--- src/rtl/frame_seq_pkg.sv ---
`default_nettype none
// +----------------------------------------------------------------------------+
// | Module   : frame_seq_pkg                                                   |
// | Purpose  : Shared types and widths for the frame strobe sequencer: the    |
// |            sequencer state encoding, the frame index width and the width  |
// |            of the frames-written counter.                                 |
// | Revision : 1.0 - initial release                                          |
// +----------------------------------------------------------------------------+
package frame_seq_pkg;

    localparam int FRAME_IDX_W  = 5;
    localparam int FRAMES_CNT_W = 16;

    // Explicit state codes so the encoding is fixed across tools.
    localparam logic [1:0] c_ST_IDLE   = 2'd0;
    localparam logic [1:0] c_ST_SETUP  = 2'd1;
    localparam logic [1:0] c_ST_STROBE = 2'd2;
    localparam logic [1:0] c_ST_HOLD   = 2'd3;

    typedef enum logic [1:0] {
        IDLE   = c_ST_IDLE,
        SETUP  = c_ST_SETUP,
        STROBE = c_ST_STROBE,
        HOLD   = c_ST_HOLD
    } state_t;

endpackage
`default_nettype wire

--- src/rtl/frame_strobe_decoder.sv ---
`default_nettype none
// +----------------------------------------------------------------------------+
// | Module   : frame_strobe_decoder                                            |
// | Purpose  : Registered one-hot decoder. While i_en is high the register    |
// |            holds a single bit set at position i_idx; otherwise all zero.  |
// |            Registering the output keeps FrameStrobe free of decode        |
// |            glitches.                                                      |
// | Ports    : clk, rst (sync, active-high), i_en, i_idx, o_strobe            |
// | Revision : 1.0 - initial release                                          |
// +----------------------------------------------------------------------------+
module frame_strobe_decoder #(
    parameter int MAX_FRAMES_PER_COL = 20,
    parameter int IDX_W              = 5
) (
    input  logic                          clk,
    input  logic                          rst,
    input  logic                          i_en,
    input  logic [IDX_W-1:0]              i_idx,
    output logic [MAX_FRAMES_PER_COL-1:0] o_strobe
);

    logic [MAX_FRAMES_PER_COL-1:0] w_onehot;
    logic [MAX_FRAMES_PER_COL-1:0] r_strobe;

    // An out-of-range index decodes to all-zero, so the output can never be
    // multi-hot whatever reaches i_idx.
    always_comb begin
        w_onehot = '0;
        for (int i = 0; i < MAX_FRAMES_PER_COL; i++) begin
            if (i_en && (i_idx == i[IDX_W-1:0])) begin
                w_onehot[i] = 1'b1;
            end
        end
    end

    always_ff @(posedge clk) begin
        if (rst) begin
            r_strobe <= '0;
        end else begin
            r_strobe <= w_onehot;
        end
    end

    assign o_strobe = r_strobe;

endmodule
`default_nettype wire

--- src/rtl/frame_strobe_sequencer.sv ---
`default_nettype none
// +----------------------------------------------------------------------------+
// | Module   : frame_strobe_sequencer                                          |
// | Purpose  : Accepts (column, frame, word) commands on a valid/ready        |
// |            handshake and writes one configuration frame into this fabric  |
// |            column: FrameData is set up one cycle before a one-hot          |
// |            FrameStrobe pulse of STROBE_CYCLES cycles, then held one cycle. |
// | Ports    : UserCLK, reset (sync, active-high)                              |
// |            s_valid/s_ready/s_col/s_frame/s_data/s_parity - command in      |
// |            FrameData, FrameStrobe - column frame write interface           |
// |            busy, err_addr, err_parity, frames_written - status             |
// | Options  : FRAME_PARITY_CHECK_EN - reject commands whose s_parity does not |
// |            match the even parity of s_data (sets sticky err_parity).       |
// | Revision : 1.0 - initial release                                          |
// +----------------------------------------------------------------------------+
module frame_strobe_sequencer
    import frame_seq_pkg::*;
#(
    parameter int MAX_FRAMES_PER_COL = 20,
    parameter int FRAME_BITS_PER_ROW = 32,
    parameter int COL_SELECT_WIDTH   = 5,
    parameter int COL_INDEX          = 0,
    parameter int STROBE_CYCLES      = 1
) (
    input  logic                          UserCLK,
    input  logic                          reset,
    input  logic                          s_valid,
    output logic                          s_ready,
    input  logic [COL_SELECT_WIDTH-1:0]   s_col,
    input  logic [FRAME_IDX_W-1:0]        s_frame,
    input  logic [FRAME_BITS_PER_ROW-1:0] s_data,
    input  logic                          s_parity,
    output logic [FRAME_BITS_PER_ROW-1:0] FrameData,
    output logic [MAX_FRAMES_PER_COL-1:0] FrameStrobe,
    output logic                          busy,
    output logic                          err_addr,
    output logic                          err_parity,
    output logic [FRAMES_CNT_W-1:0]       frames_written
);

    localparam logic [3:0]                  c_STROBE_LOAD = 4'(STROBE_CYCLES - 1);
    localparam logic [COL_SELECT_WIDTH-1:0] c_COL         = COL_SELECT_WIDTH'(COL_INDEX);
    localparam logic [FRAME_IDX_W:0]        c_MAX_FRAMES  = (FRAME_IDX_W + 1)'(MAX_FRAMES_PER_COL);

    state_t                        r_state;
    state_t                        w_state_next;
    logic [FRAME_BITS_PER_ROW-1:0] r_frame_data;
    logic [FRAME_IDX_W-1:0]        r_index;
    logic [3:0]                    r_strobe_cnt;
    logic [FRAMES_CNT_W-1:0]       r_frames_written;
    logic                          r_err_addr;

    logic w_xfer;
    logic w_col_hit;
    logic w_addr_ok;
    logic w_parity_ok;
    logic w_accept;
    logic w_strobe_done;

    assign w_xfer        = s_valid && (r_state == IDLE);
    assign w_col_hit     = (s_col == c_COL);
    assign w_addr_ok     = ({1'b0, s_frame} < c_MAX_FRAMES);
    assign w_strobe_done = (r_state == STROBE) && (r_strobe_cnt == '0);

`ifdef FRAME_PARITY_CHECK_EN
    logic r_err_parity;

    assign w_parity_ok = ((^s_data) == s_parity);

    // Column and address checks win: only a command that passed both can
    // raise a parity error.
    always_ff @(posedge UserCLK) begin
        if (reset) begin
            r_err_parity <= 1'b0;
        end else if (w_xfer && w_col_hit && w_addr_ok && !w_parity_ok) begin
            r_err_parity <= 1'b1;
        end
    end

    assign err_parity = r_err_parity;
`else
    logic w_parity_unused;

    assign w_parity_unused = s_parity;
    assign w_parity_ok     = 1'b1;
    assign err_parity      = 1'b0;
`endif

    assign w_accept = w_xfer && w_col_hit && w_addr_ok && w_parity_ok;

    // State register
    always_ff @(posedge UserCLK) begin
        if (reset) begin
            r_state <= IDLE;
        end else begin
            r_state <= w_state_next;
        end
    end

    // Next-state logic
    always_comb begin
        w_state_next = r_state;
        case (r_state)
            IDLE:    if (w_accept) w_state_next = SETUP;
            SETUP:   w_state_next = STROBE;
            STROBE:  if (r_strobe_cnt == '0) w_state_next = HOLD;
            HOLD:    w_state_next = IDLE;
            default: w_state_next = IDLE;
        endcase
    end

    // Datapath, strobe length counter and status
    always_ff @(posedge UserCLK) begin
        if (reset) begin
            r_frame_data     <= '0;
            r_index          <= '0;
            r_strobe_cnt     <= '0;
            r_frames_written <= '0;
            r_err_addr       <= 1'b0;
        end else begin
            if (w_accept) begin
                r_frame_data <= s_data;
                r_index      <= s_frame;
            end

            // Loaded during SETUP so it counts the STROBE cycles down to zero.
            if (r_state == SETUP) begin
                r_strobe_cnt <= c_STROBE_LOAD;
            end else if ((r_state == STROBE) && (r_strobe_cnt != '0)) begin
                r_strobe_cnt <= r_strobe_cnt - 4'd1;
            end

            // Counted only on the normal exit from STROBE; wraps naturally.
            if (w_strobe_done) begin
                r_frames_written <= r_frames_written + 1'b1;
            end

            if (w_xfer && w_col_hit && !w_addr_ok) begin
                r_err_addr <= 1'b1;
            end
        end
    end

    // The decoder is fed the next state so its registered output lines up
    // exactly with the STROBE state.
    frame_strobe_decoder #(
        .MAX_FRAMES_PER_COL (MAX_FRAMES_PER_COL),
        .IDX_W              (FRAME_IDX_W)
    ) u_decoder (
        .clk      (UserCLK),
        .rst      (reset),
        .i_en     (w_state_next == STROBE),
        .i_idx    (r_index),
        .o_strobe (FrameStrobe)
    );

    assign s_ready        = (r_state == IDLE);
    assign busy           = (r_state != IDLE);
    assign FrameData      = r_frame_data;
    assign err_addr       = r_err_addr;
    assign frames_written = r_frames_written;

endmodule
`default_nettype wire
--- config.mk ---
export PLATFORM = sky130hd
export DESIGN_NAME = frame_strobe_sequencer
export DESIGN_NICKNAME = d
export VERILOG_FILES = /design/src/rtl/frame_seq_pkg.sv /design/src/rtl/frame_strobe_decoder.sv /design/src/rtl/frame_strobe_sequencer.sv
export SDC_FILE = /design/constraint.sdc
export NUM_CORES = 1
export LEC_CHECK = 0
export ABC_AREA = 1
export BUFFER_PORTS_ARGS = -buffer_cell sky130_fd_sc_hd__buf_2
export CAP_MARGIN = 20
export CORE_AREA = 2 2 106 108
export DETAILED_ROUTE_END_ITERATION = 8
export DIE_AREA = 0 0 108 110
export GPL_ROUTABILITY_DRIVEN = 0
export PLACE_DENSITY = 0.6
export SLEW_MARGIN = 30
export SYNTH_ARGS = -nofsm -noshare
export SYNTH_HDL_FRONTEND = slang
export SYNTH_SLANG_ARGS = --single-unit
--- constraint.sdc ---
create_clock -name UserCLK -period 1.63 [get_ports UserCLK]
set_clock_uncertainty 0.05 [all_clocks]
set_input_delay 0.163 -clock UserCLK [delete_from_list [all_inputs] [get_ports UserCLK]]
set_output_delay 0.163 -clock UserCLK [all_outputs]
set_load 0.02 [all_outputs]
* Yosys cells after proc, flatten, opt, wreduce, memory -nomap -nowiden
Cells that the tools add are included.
Widths: inputs -> output; s select.
** Word-level totals
- Latch bits :: 0
- Memories kept :: 0
- Input bits :: 46
- Bits in registers :: 80
- Bits in writable memories :: 0
- Memory bits (read-only) :: 0
** Operators by class
- Divide/modulo/power cells :: 0
- Reductions and logical operators :: 34
- Shifts and indexed selects :: 0
- Multiply operators :: 0
- Equal/unequal tests :: 23
- Mux-type cells :: 23
- Add/sub/neg operators :: 2
- Bitwise logic cells :: 0
- Order comparisons :: 1
** Operators with widths (number)
- $eq 5x4->1 const B :: 8
- $logic_and 1x1->1 :: 26
- $eq 5x3->1 const B :: 4
- $eq 5x5->1 const B :: 4
- $mux 1 :: 20
- $add 16x1->16 const B :: 1
- $eq 5x2->1 const B :: 2
- $logic_not 5->1 :: 2
- $pmux 2 s4 :: 1
- $eq 2x2->1 const B :: 3
- $eq 5x1->1 const B :: 1
- $lt 5x5->1 const B :: 1
- $logic_not 4->1 :: 1
- $mux 2 :: 2
- $reduce_bool 4->1 :: 1
- $sub 4x1->4 const B :: 1
- $eq 2x1->1 const B :: 1
- $logic_not 2->1 :: 1
- $reduce_bool 2->1 :: 1
- $reduce_or 2->1 :: 1
- $logic_not 1->1 :: 1

* Logic depth before layout (Yosys ltp)
- Word-level depth :: 9
- Mapped depth :: 10
- Depth with buffers taken out :: 10

* Modules after synthesis
From an unflattened synthesis, not the netlist that was laid out.
** Second synthesis, totals
- Cells, all modules :: 433
- Area total of the unflattened synthesis :: 3348.2 um2
** Modules (own cells, without submodules)
- frame_strobe_sequencer :: sequential area each 1201.2 um2, cells each 359, area each 2715.1 um2, instances 1
- frame_strobe_decoder :: sequential area each 400.4 um2, cells each 74, area each 633.1 um2, instances 1

* Least setup slack after synthesis
OpenSTA, ideal clock, no wires.
- Path type :: flip-flop to flip-flop
- Start point :: reg r_state[0]
- End point :: reg r_index[0]
- Stages on the path, launching flop included :: 9
- Arrival :: 1446 ps
- Required time :: 1461 ps
- Buffers on the path :: 1
- Path slack :: 15 ps
- Path through :: dfxtp_1 inv_1 ha_1 nand2_1 nor2_4 nand2_2 buf_2 o21ai_0 a21oi_1
** On the way
- Word-level cells in the longest chain between the ends :: 4
** Ends and longest elaborated chain
- from (decl) :: line frame_strobe_sequencer.sv:45 : state_t r_state;
- from (signal assigned) :: line frame_strobe_sequencer.sv:96 : r_state <= w_state_next;
- $logic_not 2->1
- net s_ready :: line frame_strobe_sequencer.sv:28 : output logic s_ready,
- $logic_and 1x1->1 :: line frame_strobe_sequencer.sv:60 : assign w_xfer = s_valid && (r_state == IDLE);
- $logic_and 1x1->1 (2 in a row) :: line frame_strobe_sequencer.sv:89 : assign w_accept = w_xfer && w_col_hit && w_addr_ok && w_parity_ok;
- to (signal assigned) :: line frame_strobe_sequencer.sv:123 : r_index <= s_frame;
- to (decl) :: line frame_strobe_sequencer.sv:48 : logic [FRAME_IDX_W-1:0] r_index;
The timed path passes the listed nets, and every way through them passes these cells.
A chain may end at the register's enable or synchronous reset.

* Worst setup path in the final report
- Start point :: reg r_state[0]
- End point :: reg r_index[4]
** On the way
- Word-level cells in the longest chain between the ends :: 4
** Ends and longest elaborated chain (line)
- $logic_not 2->1 :: frame_strobe_sequencer.sv:60
- $logic_and 1x1->1 :: frame_strobe_sequencer.sv:60
- $logic_and 1x1->1 (2 in a row) :: frame_strobe_sequencer.sv:89
Every way passes these cells.

==> flow_metrics.tcl <==
set metrics [dict create \
    period_needed_ps 1540 \
    syn_nets 456 \
    via_per_inst 4.51 \
    synth_seq_cells 80 \
    place_inst 653 \
    slew_viol_final 0 \
    core_area_mm2 0.0107 \
    clk_latency_ps 350 \
    p_per_area_mw_per_mm2 817 \
    finalCritPeriodShare_pct 94.2 \
    r2r-start "r_state[0]" \
    port_buffers 115 \
    wl_per_cell_um 12.6 \
    cts_tree "yes" \
    ys.flop_type "dfxtp_1" \
    initial_core_util_pct 29.4 \
    n_antenna_cell 0 \
    dieHeight_um 110 \
    rr_worst_depth 9 \
    syn2layout_area_growth_pct 39.0 \
    fin_util_pct 40.9 \
    cts.sinks 80 \
    numCtsBuffers 9 \
    drtIter0Drc 120 \
    synth-edff-count 0 \
    yosysUniqueCellTypes 31 \
    ys_seq_area_share_pct 50.9 \
    worstSetupStartpointType "register" \
    finalHoldViolCount 0 \
    critPathRequiredTime_ps 1810 \
    status "completed" \
    grt_first_pass_wirelength_um 13100 \
    async_flop_share_pct 0 \
    drive_gt1_share_pct 32.2 \
    grt_overflow 0 \
    worstSetupPathType "reg -> reg" \
    post_dp_cell_area_mm2 0.00392 \
    first_pass_iters 4 \
    fin_cells 686 \
    fp.dieArea_mm2 0.0119 \
    path_clk_slew_ps 90 \
    end_kind "register" \
    antenna_found_initial 1 \
    syn-cell-area_mm2 0.00315 \
    r2r_setup_slack_ps 90 \
    via_count 3095 \
    cp_max_fo 5 \
    htreeDepth 3 \
    track_usage_pct 14.0 \
    p_leak_nw 1.91 \
    syn_area_per_cell_um2 7.79 \
    nets 593 \
    design_area_mm2 0.00438 \
    hold_path.class "in -> reg" \
    cts_buffer_depth 2 \
    root_buffer "clkbuf_8" \
    nFillCells 1100 \
    place_hpwl_um 5920 \
    routed_wl_um 8650 \
    cap_violations 0 \
    max_freq_mhz 651 \
    ys_warn_count 0 \
    cp-endpoint "r_index[4]" \
    antenna_left 0 \
    syn_inst 404 \
    io_pins 118 \
    fp.dieW_um 108 \
    r2r-end "r_index[4]" \
    num_rows 38 \
    drc 0 \
    finalSetupViolCount 0 \
    ir_drop_v 0.000410 \
    startpoint "r_state[0]" \
    grt_pass1_vias 2903 \
    arrival_ps 1720 \
    grt_max_degree 38 \
]
==> through the flow <==
stage	power, W	setup TNS [ps]	setup WS, ps	hold WS (ps)
floorplan	0.00209	0	14.6	237
global placement	0.00217	0	66.1	364
detailed placement	0.00217	0	14.9	354
CTS	0.00361	0	6.40	0.177
global route	0.00371	-18.8	-7.57	3.39
finish	0.00357	0	93.8	23.8
==> cell usage in the layout, fill, tap and decap left out, types with 4 or more instances in the layout <==
master / instances
dlygate4sd3_1: 11
nand2_1: 79
inv_6: 4
nor2_1: 47
inv_1: 28
a21oi_1: 49
nand3_1: 43
buf_4: 11
o21ai_0: 7
buf_2: 115
nand4_1: 9
clkbuf_8: 10
dfxtp_1: 78
nor3_1: 5
==> layout make-up <==
| type | count | area, um2 | area share [%] |
|---|---|---|---|
| timing repair buffer | 142 | 847 | 19.4 |
| inverter | 32 | 123 | 2.80 |
| clock inverter | 6 | 47.5 | 1.09 |
| multi-input combinational | 276 | 1440 | 32.9 |
| tap | 140 | 175 | 4.00 |
| clock buffer | 10 | 138 | 3.15 |
| sequential | 80 | 1600 | 36.7 |
==> worst min-delay path by stage <==
stage,to,slack (ps),depth (start not counted),startpoint
5_1_grt,FrameData[7],3,3,s_data[7]
6_report,FrameData[12],20,3,s_data[12]
2_1_floorplan,r_index[3],240,1,s_frame[3]
3_5_place_dp,r_index[3],350,2,s_frame[3]
3_3_place_gp,r_index[3],360,2,s_frame[3]
4_1_cts,FrameData[7],0.2,3,s_data[7]
==> routing by layer <==
metal | up-vias | wire [um] | track usage, %
met4 | 2 | 97 | 5.22
met5 | - | 13 | 0
met3 | 8 | 494 | 4.12
met1 | 1395 | 3810 | 16.5
li1 | 1597 | - | -
met2 | 93 | 4240 | 24.1
==> sequential cells by signal, summed over array words and instances (netlist names) <==
signal	flops
r_index	5
FrameData	32
u_decoder.o_strobe	20
frames_written	16
r_strobe_cnt	4
r_state	2
err_addr	1
==> power breakdown <==
group          leakage (nW)  switching [W]  total (W)  internal, W
clock                0.0941       0.000800    0.00141     0.000615
combinational          1.17       0.000111   0.000196    0.0000855
sequential            0.645     0.00000399    0.00196      0.00196
==> kinds of logic after synthesis <==
logic type / Yosys count / synth area share (%)
and+or+nand+nor: 202 / 29.1
DFF: 80 / 50.9
AOI/OAI and AO/OA: 65 / 10.9
buffers and inverters: 49 / 6.36
adders and majority gates: 6 / 2.38
xor gates and xnor gates: 1 / 0.278
other: 1 / 0.119
==> synthesized netlist by cell type, types with 2 or more instances <==
cell | number | area share [%]
a21oi_1 | 49 | 7.8
nand2_2 | 2 | 0.40
o21ai_0 | 9 | 1.4
nand2_1 | 80 | 9.5
nand3_1 | 44 | 7.0
buf_2 | 9 | 1.4
nor2_4 | 3 | 1.1
clkbuf_1 | 7 | 0.83
nor3_1 | 6 | 0.95
dfxtp_1 | 80 | 51
and3_1 | 2 | 0.40
o21a_1 | 2 | 0.48
nor3b_1 | 2 | 0.48
ha_1 | 6 | 2.4
inv_1 | 31 | 3.7
nand4_1 | 9 | 1.8
or2_2 | 2 | 0.40
nor2_1 | 48 | 5.7
==> critical path: stages, from the launching register on <==
cell     delay (ps)
dfxtp_2         340
inv_2           120
ha_4            160
nand2_2          70
nor2_4          210
buf_4           160
nand2_2          60
buf_4           150
nand2_1          50
a21oi_1          50
==> timing repair <==
item / CTS / global route
endpoints found under the setup margin: 0 / 64
resized for setup: 0 / 28
buffers inserted: 0 / 4
hold buffers: 11 / 0
hold endpoints to repair: 11 / 0
Note: power is estimated with default switching activity, not from simulation.
